`config.mk`:
```
export PLATFORM = sky130hd
export DESIGN_NAME = mem_arbiter_flat
export DESIGN_NICKNAME = d
export VERILOG_FILES = /design/src/rtl/mem_arbiter_if.sv /design/src/rtl/mem_arbiter.sv /design/src/flat_wrapper.sv
export SDC_FILE = /design/constraint.sdc
export NUM_CORES = 1
export LEC_CHECK = 0
export ABC_CLOCK_PERIOD_IN_PS = 1800
export CORE_MARGIN = 2
export CORE_UTILIZATION = 40
export CTS_CLUSTER_SIZE = 14
export DETAILED_ROUTE_END_ITERATION = 16
export GPL_TIMING_DRIVEN = 0
export PLACE_DENSITY = 0.89
export SYNTH_ARGS = -nofsm -noshare
export SYNTH_HDL_FRONTEND = slang
export SYNTH_SLANG_ARGS = --single-unit
```
`constraint.sdc`:
```
create_clock -name clk -period 1.8 [get_ports clk]
set_input_delay 0.27 -clock clk [delete_from_list [all_inputs] [get_ports clk]]
set_output_delay 0.27 -clock clk [all_outputs]
set_load 0.03 [all_outputs]
```
`src/rtl/mem_arbiter_if.sv`:
```
// -----------------------------------------------------------------------------
// mem_arbiter_if
//
// One requester port of the data-BRAM arbiter. Each requester (exec load/store
// path, program loader) gets its own instance.
//
// Signals:
//   req    requester -> arbiter  access request
//   we     requester -> arbiter  byte write enables, 4'b0000 = read
//   addr   requester -> arbiter  word address
//   wdata  requester -> arbiter  lane-replicated write data
//   gnt    arbiter -> requester  one-cycle accept pulse
//   rvalid arbiter -> requester  one-cycle read-return pulse
//   rdata  arbiter -> requester  read data, held until the next rvalid
//
// Handshake: req is a valid, gnt is its ready, and gnt is a registered
// acknowledge. The requester raises req with we/addr/wdata stable and keeps
// all four unchanged until it sees gnt high. The access is accepted on the
// edge that makes gnt high, so during the gnt cycle the requester may present
// a new access or drop req. A req still high at the next edge is a new
// access. Read returns carry no back-pressure: rvalid fires exactly once per
// accepted read and must be taken in that cycle.
// -----------------------------------------------------------------------------
interface mem_arbiter_if;
  logic        req;
  logic [3:0]  we;
  logic [18:0] addr;
  logic [31:0] wdata;
  logic        gnt;
  logic        rvalid;
  logic [31:0] rdata;

  // Requester side.
  modport master (
    output req, we, addr, wdata,
    input  gnt, rvalid, rdata
  );

  // Arbiter side.
  modport slave (
    input  req, we, addr, wdata,
    output gnt, rvalid, rdata
  );
endinterface

```
`src/rtl/mem_arbiter.sv`:
```
// -----------------------------------------------------------------------------
// mem_arbiter
//
// Shares the single data-BRAM port between two requesters:
//   port0 : exec unit load/store path
//   port1 : program loader / instruction-fill path
// At most one access is accepted per cycle. Ties go round-robin, using the
// port that was not granted last. The winning access is registered straight
// into the BRAM address/write-enable/write-data registers. A tag pipeline
// follows every accepted read through the BRAM latency, so each read result
// goes back only to the port that issued it.
//
// Parameters:
//   RD_LAT  BRAM read latency (1..3), counted from the edge the BRAM samples
//           mem_addr to the cycle mem_rdata is valid.
//
// Ports:
//   clk         clock, all logic on posedge
//   rstn        asynchronous active-low reset
//   port0       requester 0 (mem_arbiter_if.slave)
//   port1       requester 1 (mem_arbiter_if.slave)
//   mem_enable  BRAM enable, constant 1
//   mem_addr    registered BRAM word address
//   mem_wea     registered BRAM byte write enables
//   mem_wdata   registered BRAM write data
//   mem_rdata   BRAM read data
//   dbg_last    round-robin state: port granted most recently
//
// Timing with a grant at edge E0: gnt is high in the cycle after E0, and the
// BRAM samples the access at E1. For a read, rdata/rvalid are registered at
// E(1+RD_LAT), so rvalid is high RD_LAT+1 cycles after gnt.
// -----------------------------------------------------------------------------
module mem_arbiter #(
  parameter int RD_LAT = 1
) (
  input  logic          clk,
  input  logic          rstn,
  mem_arbiter_if.slave  port0,
  mem_arbiter_if.slave  port1,
  output logic          mem_enable,
  output logic [18:0]   mem_addr,
  output logic [3:0]    mem_wea,
  output logic [31:0]   mem_wdata,
  input  logic [31:0]   mem_rdata,
  output logic          dbg_last
);

  // ---------------------------------------------------------------------------
  // Round-robin state. last_q = port granted most recently. Its reset value
  // of 1 makes port 0 win the first tie. It only changes on a grant.
  // ---------------------------------------------------------------------------
  logic last_q;

  // Arbitration result for the current edge.
  logic        win0;
  logic        win1;
  logic        any_win;
  logic [3:0]  win_we;
  logic [18:0] win_addr;
  logic [31:0] win_wdata;
  logic        push_vld;

  // Read tags. Stage 0 is loaded on the grant edge. Stage RD_LAT lines up
  // with the cycle in which mem_rdata holds that read's data.
  logic [RD_LAT:0] tag_vld_q;
  logic [RD_LAT:0] tag_own_q;

  assign mem_enable = 1'b1;
  assign dbg_last   = last_q;

  // ---------------------------------------------------------------------------
  // Arbitration: a lone requester wins. On a tie, the port not granted last
  // wins. win1 is derived from win0, so the two can never both be set.
  // ---------------------------------------------------------------------------
  always_comb begin
    win0      = port0.req & (~port1.req | last_q);
    win1      = port1.req & ~win0;
    any_win   = win0 | win1;
    win_we    = port0.we;
    win_addr  = port0.addr;
    win_wdata = port0.wdata;
    if (win1) begin
      win_we    = port1.we;
      win_addr  = port1.addr;
      win_wdata = port1.wdata;
    end
    // Only reads carry a valid tag. Writes and idle cycles push a bubble.
    push_vld = any_win & (win_we == 4'b0000);
  end

  always_ff @(posedge clk or negedge rstn) begin
    if (!rstn) begin
      last_q <= 1'b1;
    end else if (any_win) begin
      last_q <= win1;
    end
  end

  // ---------------------------------------------------------------------------
  // Grant pulses and the BRAM access registers. With no winner, mem_wea
  // drops to 0 so each accepted write is presented for exactly one cycle.
  // Address and data hold their values.
  // ---------------------------------------------------------------------------
  always_ff @(posedge clk or negedge rstn) begin
    if (!rstn) begin
      port0.gnt <= 1'b0;
      port1.gnt <= 1'b0;
      mem_addr  <= 19'h0;
      mem_wea   <= 4'b0000;
      mem_wdata <= 32'h0;
    end else begin
      port0.gnt <= win0;
      port1.gnt <= win1;
      if (any_win) begin
        mem_addr  <= win_addr;
        mem_wea   <= win_we;
        mem_wdata <= win_wdata;
      end else begin
        mem_wea   <= 4'b0000;
      end
    end
  end

  // ---------------------------------------------------------------------------
  // Tag pipeline. Exactly one push and one pop happen every cycle, so it
  // cannot overflow. Reset clears it, so reads in flight at reset never
  // produce an rvalid.
  // ---------------------------------------------------------------------------
  always_ff @(posedge clk or negedge rstn) begin
    if (!rstn) begin
      tag_vld_q <= '0;
      tag_own_q <= '0;
    end else begin
      tag_vld_q <= {tag_vld_q[RD_LAT-1:0], push_vld};
      tag_own_q <= {tag_own_q[RD_LAT-1:0], win1};
    end
  end

  // ---------------------------------------------------------------------------
  // Read return: the tail tag steers mem_rdata to its owner. Each rdata
  // register only loads on its own rvalid, so it holds between returns.
  // ---------------------------------------------------------------------------
  always_ff @(posedge clk or negedge rstn) begin
    if (!rstn) begin
      port0.rvalid <= 1'b0;
      port1.rvalid <= 1'b0;
      port0.rdata  <= 32'h0;
      port1.rdata  <= 32'h0;
    end else begin
      port0.rvalid <= tag_vld_q[RD_LAT] & ~tag_own_q[RD_LAT];
      port1.rvalid <= tag_vld_q[RD_LAT] &  tag_own_q[RD_LAT];
      if (tag_vld_q[RD_LAT] && !tag_own_q[RD_LAT]) begin
        port0.rdata <= mem_rdata;
      end
      if (tag_vld_q[RD_LAT] && tag_own_q[RD_LAT]) begin
        port1.rdata <= mem_rdata;
      end
    end
  end

endmodule

```
`src/flat_wrapper.sv`:
```
// flat-port wrapper written by rule: the top's interface ports become plain ports
module mem_arbiter_flat 
#(
  parameter int RD_LAT = 1
)
  (clk, rstn, mem_enable, mem_addr, mem_wea, mem_wdata, mem_rdata, dbg_last, port0_req, port0_we, port0_addr, port0_wdata, port0_gnt, port0_rvalid, port0_rdata, port1_req, port1_we, port1_addr, port1_wdata, port1_gnt, port1_rvalid, port1_rdata);
  mem_arbiter_if port0_i ();
  mem_arbiter_if port1_i ();
  input  logic clk;
  input  logic rstn;
  output logic mem_enable;
  output logic [18:0] mem_addr;
  output logic [3:0] mem_wea;
  output logic [31:0] mem_wdata;
  input  logic [31:0] mem_rdata;
  output logic dbg_last;
  input wire logic [$bits(port0_i.req)-1:0] port0_req;
  input wire logic [$bits(port0_i.we)-1:0] port0_we;
  input wire logic [$bits(port0_i.addr)-1:0] port0_addr;
  input wire logic [$bits(port0_i.wdata)-1:0] port0_wdata;
  output wire logic [$bits(port0_i.gnt)-1:0] port0_gnt;
  output wire logic [$bits(port0_i.rvalid)-1:0] port0_rvalid;
  output wire logic [$bits(port0_i.rdata)-1:0] port0_rdata;
  input wire logic [$bits(port1_i.req)-1:0] port1_req;
  input wire logic [$bits(port1_i.we)-1:0] port1_we;
  input wire logic [$bits(port1_i.addr)-1:0] port1_addr;
  input wire logic [$bits(port1_i.wdata)-1:0] port1_wdata;
  output wire logic [$bits(port1_i.gnt)-1:0] port1_gnt;
  output wire logic [$bits(port1_i.rvalid)-1:0] port1_rvalid;
  output wire logic [$bits(port1_i.rdata)-1:0] port1_rdata;
  assign port0_i.req = port0_req;
  assign port0_i.we = port0_we;
  assign port0_i.addr = port0_addr;
  assign port0_i.wdata = port0_wdata;
  assign port0_gnt = port0_i.gnt;
  assign port0_rvalid = port0_i.rvalid;
  assign port0_rdata = port0_i.rdata;
  assign port1_i.req = port1_req;
  assign port1_i.we = port1_we;
  assign port1_i.addr = port1_addr;
  assign port1_i.wdata = port1_wdata;
  assign port1_gnt = port1_i.gnt;
  assign port1_rvalid = port1_i.rvalid;
  assign port1_rdata = port1_i.rdata;
  mem_arbiter #(.RD_LAT(RD_LAT)) u_core (.clk(clk), .rstn(rstn), .port0(port0_i), .port1(port1_i), .mem_enable(mem_enable), .mem_addr(mem_addr), .mem_wea(mem_wea), .mem_wdata(mem_wdata), .mem_rdata(mem_rdata), .dbg_last(dbg_last));
endmodule
```
==> key figures, run 1 <==
Job
  – Maxcap violations: 0

Hold path
  – Worst min path class: reg2reg

Timing
  – Layout Skew: 0.008252 ns
  – Worst slew margin: 66.36%
  – Fin crit period: 1.746 ns
  – Pins Over Slew Limit: 0
  – Hold Vio Cnt, Final: 0
  – Worst hold slack: 0.3620 ns
  – Post-Route Setup TNS: 0 ns
  – Final cycle utilization of the critical path: 97.02%
  – RSZ-0062 raised after global routing: no
  – Fmax achieved: 572.6 MHz
  – Worst-Margin Slew: 0.5046 ns
  – Setup violations, final: 0

Global route
  – Vias in the first global route: 4343
  – Global-route wire length before repair: 23050 µm
  – Congestion Overflow GR: 0
  – Total GRT Usage: 21.31%
  – Largest net degree at the start of global routing: 78
  – Initial antenna violation count: 0

Place
  – DP Wirelength: 11120 µm
  – Port Buffers: 269
  – Final Wtd Congestion: 0.7595
  – Placed cells: 782

Routing
  – 1st-pass router iterations: 4
  – Avg Vias per Cell: 4.778
  – Initial DRC count: 114
  – DRC Markers: 0
  – Post-DRT Antenna Nets: 0
  – Vias post-DR: 3894
  – Final WL: 14420 µm
  – Routed wire per std cell: 17.69 µm

Critical path
  – Endpoint class of the critical path: output port
  – Crit path DAT: 1.48 ns
  – CP max stage cell: clkdlybuf4s50_1
  – Worst-path fanout max: 2
  – Largest stage delay on the critical path: 0.70 ns
  – CP bufs+invs: 1
  – CP top delay family: buffers and inverters
  – CP cell instances: clkdlybuf4s50_1
  – Crit start category: flop
  – Critical Path RT: 1.53 ns
  – Critical path class: reg2out

Pwr
  – Logic gate share of total power: 36.4%
  – Total leakage power: 0.003743 µW
  – P_int: 7896 µW
  – Clock network fraction of total power: 29.9%
  – Flop pwr share: 33.7%
  – Sw frac: 32.58%
  – VDD IR-drop max: 0.0004794 V
  – Switching power: 3817 µW
  – Pwr dens: 1317 nW/µm²

Clocking
  – Root Driver: clkbuf_16
  – CTS buffer count: 17
  – Maximum clock insertion buffer count: 2
  – H-tree depth: 4
  – Post-CTS Setup Inserts: 0
  – CTS clk-pin slew, worst paths: 0.05 ns
  – Sink Count: 127
  – Clk_lat worst skew: 0.41 ns
  – CTS tree: built

Synth
  – Syn Area/Cell: 15.83 µm²
  – Ys Warns: 0
  – Count of cell types in the netlist: 20
  – Post-Synthesis Cell Area: 5319 µm²
  – Post-synth EDFFs: 0
  – Post-synthesis cell count: 336
  – Sequential fraction of the synthesis area: 59.77%
  – Yosys reg bits: 127
  – Main synth FF type: dfrtp_1
  – Syn Nets: 482
  – Asr flop ratio synth: 100.0%

Final layout
  – Final #Nets: 772
  – Fillers: 915
  – P&R area growth vs syn: 67.23%
  – Fraction of layout cells with a size suffix above 1: 34.27%
  – Ant. Diodes: 0
  – Final Non-Filler Cells: 815

Floorplan
  – Die Ht: 119.3 µm
  – # rows: 42
  – Die width: 119.3 µm
  – Core area: 13140 µm²
  – Die footprint: 14240 µm²
  – Starting density of the core: 40.49%
  – IO Count: 271

Run status
  – Status: finished, final reports clean
per-stage QoR:
step | utilization, % | area (µm²) | total power, µW | setup slack [ns]
CTS | 67.61 | 8882 | 11840 | 0.01424
detailed placement | 62.88 | 8260 | 8267 | -0.1930
floorplan | - | 5319 | 6180 | 0.2726
finish | 67.70 | 8895 | 11710 | 0.05366
global placement | 62.66 | 8232 | 8111 | -4.227
global route | 67.70 | 8895 | 12210 | 0.005176
final timing paths:
path / from / endpoint / slack [ns] / cells past startpoint
worst min register to register: u_core.tag_vld_q[0]$_DFF_PN0_ / u_core.tag_vld_q[1]$_DFF_PN0_ / 0.36 / 0
min in group asynchronous: rstn / u_core.port1.rdata[11]$_DFFE_PN0P_ / 0.37 / 2
worst max register to register: u_core.dbg_last$_DFFE_PN1P_ / u_core.mem_addr[1]$_DFFE_PN0P_ / 0.24 / 4
max in group asynchronous: rstn / u_core.port0.rdata[2]$_DFFE_PN0P_ / 0.70 / 3
worst min-delay path: u_core.tag_vld_q[0]$_DFF_PN0_ / u_core.tag_vld_q[1]$_DFF_PN0_ / 0.36 / 0
worst max-delay path: u_core.port1.rdata[21]$_DFFE_PN0P_ / port1_rdata[21] / 0.05 / 1
synth_stat cells, types with 2 or more instances:
master / instances / area [µm²]
nand2b_1: 2 / 12.51
inv_1: 5 / 18.77
mux2_2: 165 / 1858
buf_2: 11 / 55.05
mux2i_1: 4 / 40.04
nor2_1: 4 / 15.01
nand2_1: 2 / 7.510
dfrtp_1: 126 / 3153
buf_4: 6 / 45.04
layout make-up:
cell class	count	area [µm²]	share of cell area, %
plain buffers	19	115.1	1.294
clock buffers	20	456.7	5.134
clock inverters	12	156.4	1.758
inverters	5	18.77	0.2110
multi-input cells	185	2006	22.55
flip-flops and latches	127	3179	35.74
well taps	176	220.2	2.476
repair buffers	271	2743	30.83
kinds of logic (layout without fill, tap and decap cells):
family,count (synthesis),count (layout),synth area share (%)
multiplexers,170,170,35.90
AO/OA/AOI/OAI,4,4,0.7998
AND/OR/NAND/NOR,10,10,0.9410
flip-flops,127,127,59.77
other,1,1,0.07050
buffers and inverters,24,327,2.517
registers in the layout, indices dropped and copies added, names as in the netlist:
signal	flops
u_core.mem_wea	4
u_core.dbg_last	1
u_core.port1.rvalid	1
u_core.mem_wdata	32
u_core.port0.gnt	1
u_core.mem_addr	19
u_core.tag_own_q	2
u_core.tag_vld_q	2
u_core.port0.rdata	32
u_core.port1.rdata	32
u_core.port0.rvalid	1
per-layer routing:
| layer | track usage [%] | share of wire, % |
|---|---|---|
| met1 | 22.07 | 36 |
| met2 | 37.46 | 52 |
| met3 | 10.15 | 10 |
| met4 | 7.868 | 1.9 |
| met5 | 0 | 0 |
power by group through the flow:
stage	clock [µW]	combinational [µW]	sequential [µW]
finish	3500	4260	3940
detailed placement	0	4280	3990
global route	3730	4460	4020
floorplan	0	851	5330
CTS	3590	4300	3950
global placement	0	4180	3930
repair_timing:
item | CTS | global route
hold buffers | 1 | 0
resized for setup | 1 | 5
setup endpoints to repair | 1 | 5
hold endpoints to repair | 49 | 0
cells in the final DEF, fill, tap and decap left out, types with 4 or more instances in the layout:
cell             Yosys  layout
mux2_2             165     165
buf_4                6       6
nor2_1               4       4
clkdlybuf4s50_1      0     262
inv_1                5       5
mux2i_1              4       4
dfrtp_1            126     126
dlymetal6s2s_1       0       5
clkinvlp_4           0       4
clkbuf_16            0      17
buf_2               11      11
No activity file was read; power rests on OpenSTA's default activity.
==> run 2, diff against run 1 <==
--- a/config.mk
+++ b/config.mk
@@ -6,7 +6,7 @@
 export NUM_CORES = 1
 export LEC_CHECK = 0
 export ABC_CLOCK_PERIOD_IN_PS = 1800
-export CORE_MARGIN = 2
+export CORE_MARGIN = 1.5
 export CORE_UTILIZATION = 40
 export CTS_CLUSTER_SIZE = 14
 export DETAILED_ROUTE_END_ITERATION = 16
==> run 2 against run 1 <==
Compared with the run above:
- die area down 1.7%
- maximum frequency up 0.40%
- final cell count down 0.61%
- global-route usage up 0.62 points
- routed wire length up 2.6%
- clock power about the same
- power down 0.31%
- hold slack worse by 0.0090 ns
- combinational power about the same
- non-clock buffer count unchanged
- flip-flop and latch count unchanged
- register-to-register slack about the same
- critical path type unchanged
==> key figures, run 2 (synthesized netlist as in run 1, its figures left out) <==
Timing
  – Fmax achieved: 574.9 MHz
  – Hold Vio Cnt, Final: 0
  – Fin crit period: 1.739 ns
  – Final WS setup: 0.06064 ns
  – RSZ-0062 raised after global routing: no
  – Setup violations, final: 0
  – Pins Over Slew Limit: 0
  – Post-Route Setup TNS: 0 ns
  – Worst-Margin Slew: 0.5997 ns
  – Final cycle utilization of the critical path: 96.63%
  – Layout Skew: 0.007523 ns
  – Worst slew margin: 60.02%

Critical path
  – Worst-path fanout max: 2
  – Flop2flop setup slack: 0.24 ns
  – Worst setup path endpoint: port1_rdata[26]
  – CP max stage cell: clkdlybuf4s50_1
  – Crit path launch: u_core.port1.rdata[26]$_DFFE_PN0P_
  – Critical Path RT: 1.53 ns
  – Critical path class: reg2out
  – Reg-to-reg endpoint: u_core.mem_addr[1]$_DFFE_PN0P_
  – Crit path DAT: 1.47 ns
  – Critical path depth in cells: 1
  – CP bufs+invs: 1
  – Crit start category: flop
  – Largest stage delay on the critical path: 0.70 ns
  – Reg2reg start: u_core.dbg_last$_DFFE_PN1P_
  – Reg2Reg Depth: 4
  – Endpoint class of the critical path: output port
  – CP top delay family: buffers and inverters
  – CP cell instances: clkdlybuf4s50_1

Run status
  – Status: finished, final reports clean

Global route
  – Congestion Overflow GR: 0
  – Vias in the first global route: 4416
  – Initial antenna violation count: 0
  – Global-route wire length before repair: 23580 µm
  – Total GRT Usage: 21.93%
  – Largest net degree at the start of global routing: 68

Floorplan
  – # rows: 41
  – Die footprint: 14000 µm²
  – Core area: 12770 µm²
  – IO Count: 271
  – Die width: 118.3 µm
  – Starting density of the core: 41.64%
  – Die Ht: 118.3 µm

Clocking
  – H-tree depth: 4
  – CTS buffer count: 17
  – CTS tree: built
  – Sink Count: 127
  – CTS clk-pin slew, worst paths: 0.05 ns
  – Root Driver: clkbuf_16
  – Clk_lat worst skew: 0.40 ns
  – Maximum clock insertion buffer count: 2

Place
  – Final Wtd Congestion: 0.8282
  – Placed cells: 778
  – Place WS: -0.1887 ns
  – Port Buffers: 269
  – DP Wirelength: 11400 µm
  – Area post-placement: 8255 µm²

Pwr
  – Logic gate share of total power: 36.6%
  – Clock network fraction of total power: 29.7%
  – Flop pwr share: 33.7%
  – VDD IR-drop max: 0.0005845 V
  – Total leakage power: 0.003725 µW
  – Sw frac: 32.78%
  – Overall power: 11680 µW
  – Switching power: 3827 µW
  – Pwr dens: 1316 nW/µm²
  – P_int: 7849 µW

Hold path
  – HP Start: u_core.tag_vld_q[0]$_DFF_PN0_
  – Worst min path class: reg2reg

Final layout
  – Commonest non-fill, non-tap cell in the layout: clkdlybuf4s50_1
  – Footprint of the multi-input gates: 2006 µm²
  – Most frequent cells in the layout: clkdlybuf4s50_1 (263), mux2_2 (165), dfrtp_1 (126)
  – Final Non-Filler Cells: 810
  – Final #Nets: 772
  – Fraction of layout cells with a size suffix above 1: 34.33%
  – P&R area growth vs syn: 66.81%
  – Fillers: 841
  – Final Cell Area: 8872 µm²
  – Top flop regs: u_core.mem_wdata (32), u_core.port0.rdata (32), u_core.port1.rdata (32)
  – FF/Latch Area: 3179 µm²
  – Ant. Diodes: 0

Routing
  – Initial DRC count: 136
  – Avg Vias per Cell: 4.804
  – Vias post-DR: 3891
  – DRC Markers: 0
  – Routed wire per std cell: 18.26 µm
  – Final WL: 14790 µm
  – 1st-pass router iterations: 4
  – Post-DRT Antenna Nets: 0

Job
  – Maxcap violations: 0
## run 2: area by class of cell
| class | instances | area share [%] |
|---|---|---|
| Sequential cell | 127 | 35.83 |
| Timing Repair Buffer | 271 | 30.84 |
| Multi-Input combinational cell | 185 | 22.61 |
| Clock buffer | 18 | 4.950 |
| Tap cell | 172 | 2.426 |
| Clock inverter | 13 | 1.833 |
| Buffer | 19 | 1.297 |
| Inverter | 5 | 0.2115 |
## run 2: worst reg2reg max path, stage by stage (launching register included)
cell and delay (ns):
dfstp_2 0.58, nand2b_1 0.16, nand2_2 0.16, buf_4 0.24
mux2_1 0.31
## run 2: how the worst min path moves through the flow
stage,slack [ns],to,cells past startpoint
after floorplan,-0.03,u_core.mem_addr[0]$_DFFE_PN0P_,0
after global placement,0.34,u_core.tag_vld_q[1]$_DFF_PN0_,0
after detailed placement,0.29,u_core.mem_wdata[21]$_DFFE_PN0P_,1
after CTS,0.35,u_core.tag_vld_q[1]$_DFF_PN0_,0
after global routing,0.38,u_core.tag_vld_q[1]$_DFF_PN0_,0
final,0.35,u_core.tag_vld_q[1]$_DFF_PN0_,0
## run 2: what timing repair did
item                                    CTS  global route
endpoints found under the hold margin    60             0
endpoints found under the setup margin    2             3
buffers inserted                          0             0
hold buffers                              1             0
gates resized for setup                   2             3
## run 2: power groups by stage
stage	logic, µW	clock network (µW)	registers [µW]
5_1_grt	4460	3670	4010
4_1_cts	4320	3530	3940
2_1_floorplan	851	0	5330
6_report	4280	3470	3930
3_3_place_gp	4200	0	3930
3_5_place_dp	4300	0	3980
## run 2: routing by layer
metal	track usage [%]	up-vias	wire length [µm]
met1	23.00	1910	5503
met3	8.977	14	1308
met2	39.97	188	7779
li1	-	1779	-
met5	0	-	0
met4	6.479	0	203
## run 2: stage by stage
step,util [%],hold slack (ns)
CTS,69.40,0.3529
detailed placement,64.63,0.2856
finish,69.46,0.3530
floorplan,-,-0.02559
global route,69.46,0.3765
global placement,64.40,0.3374
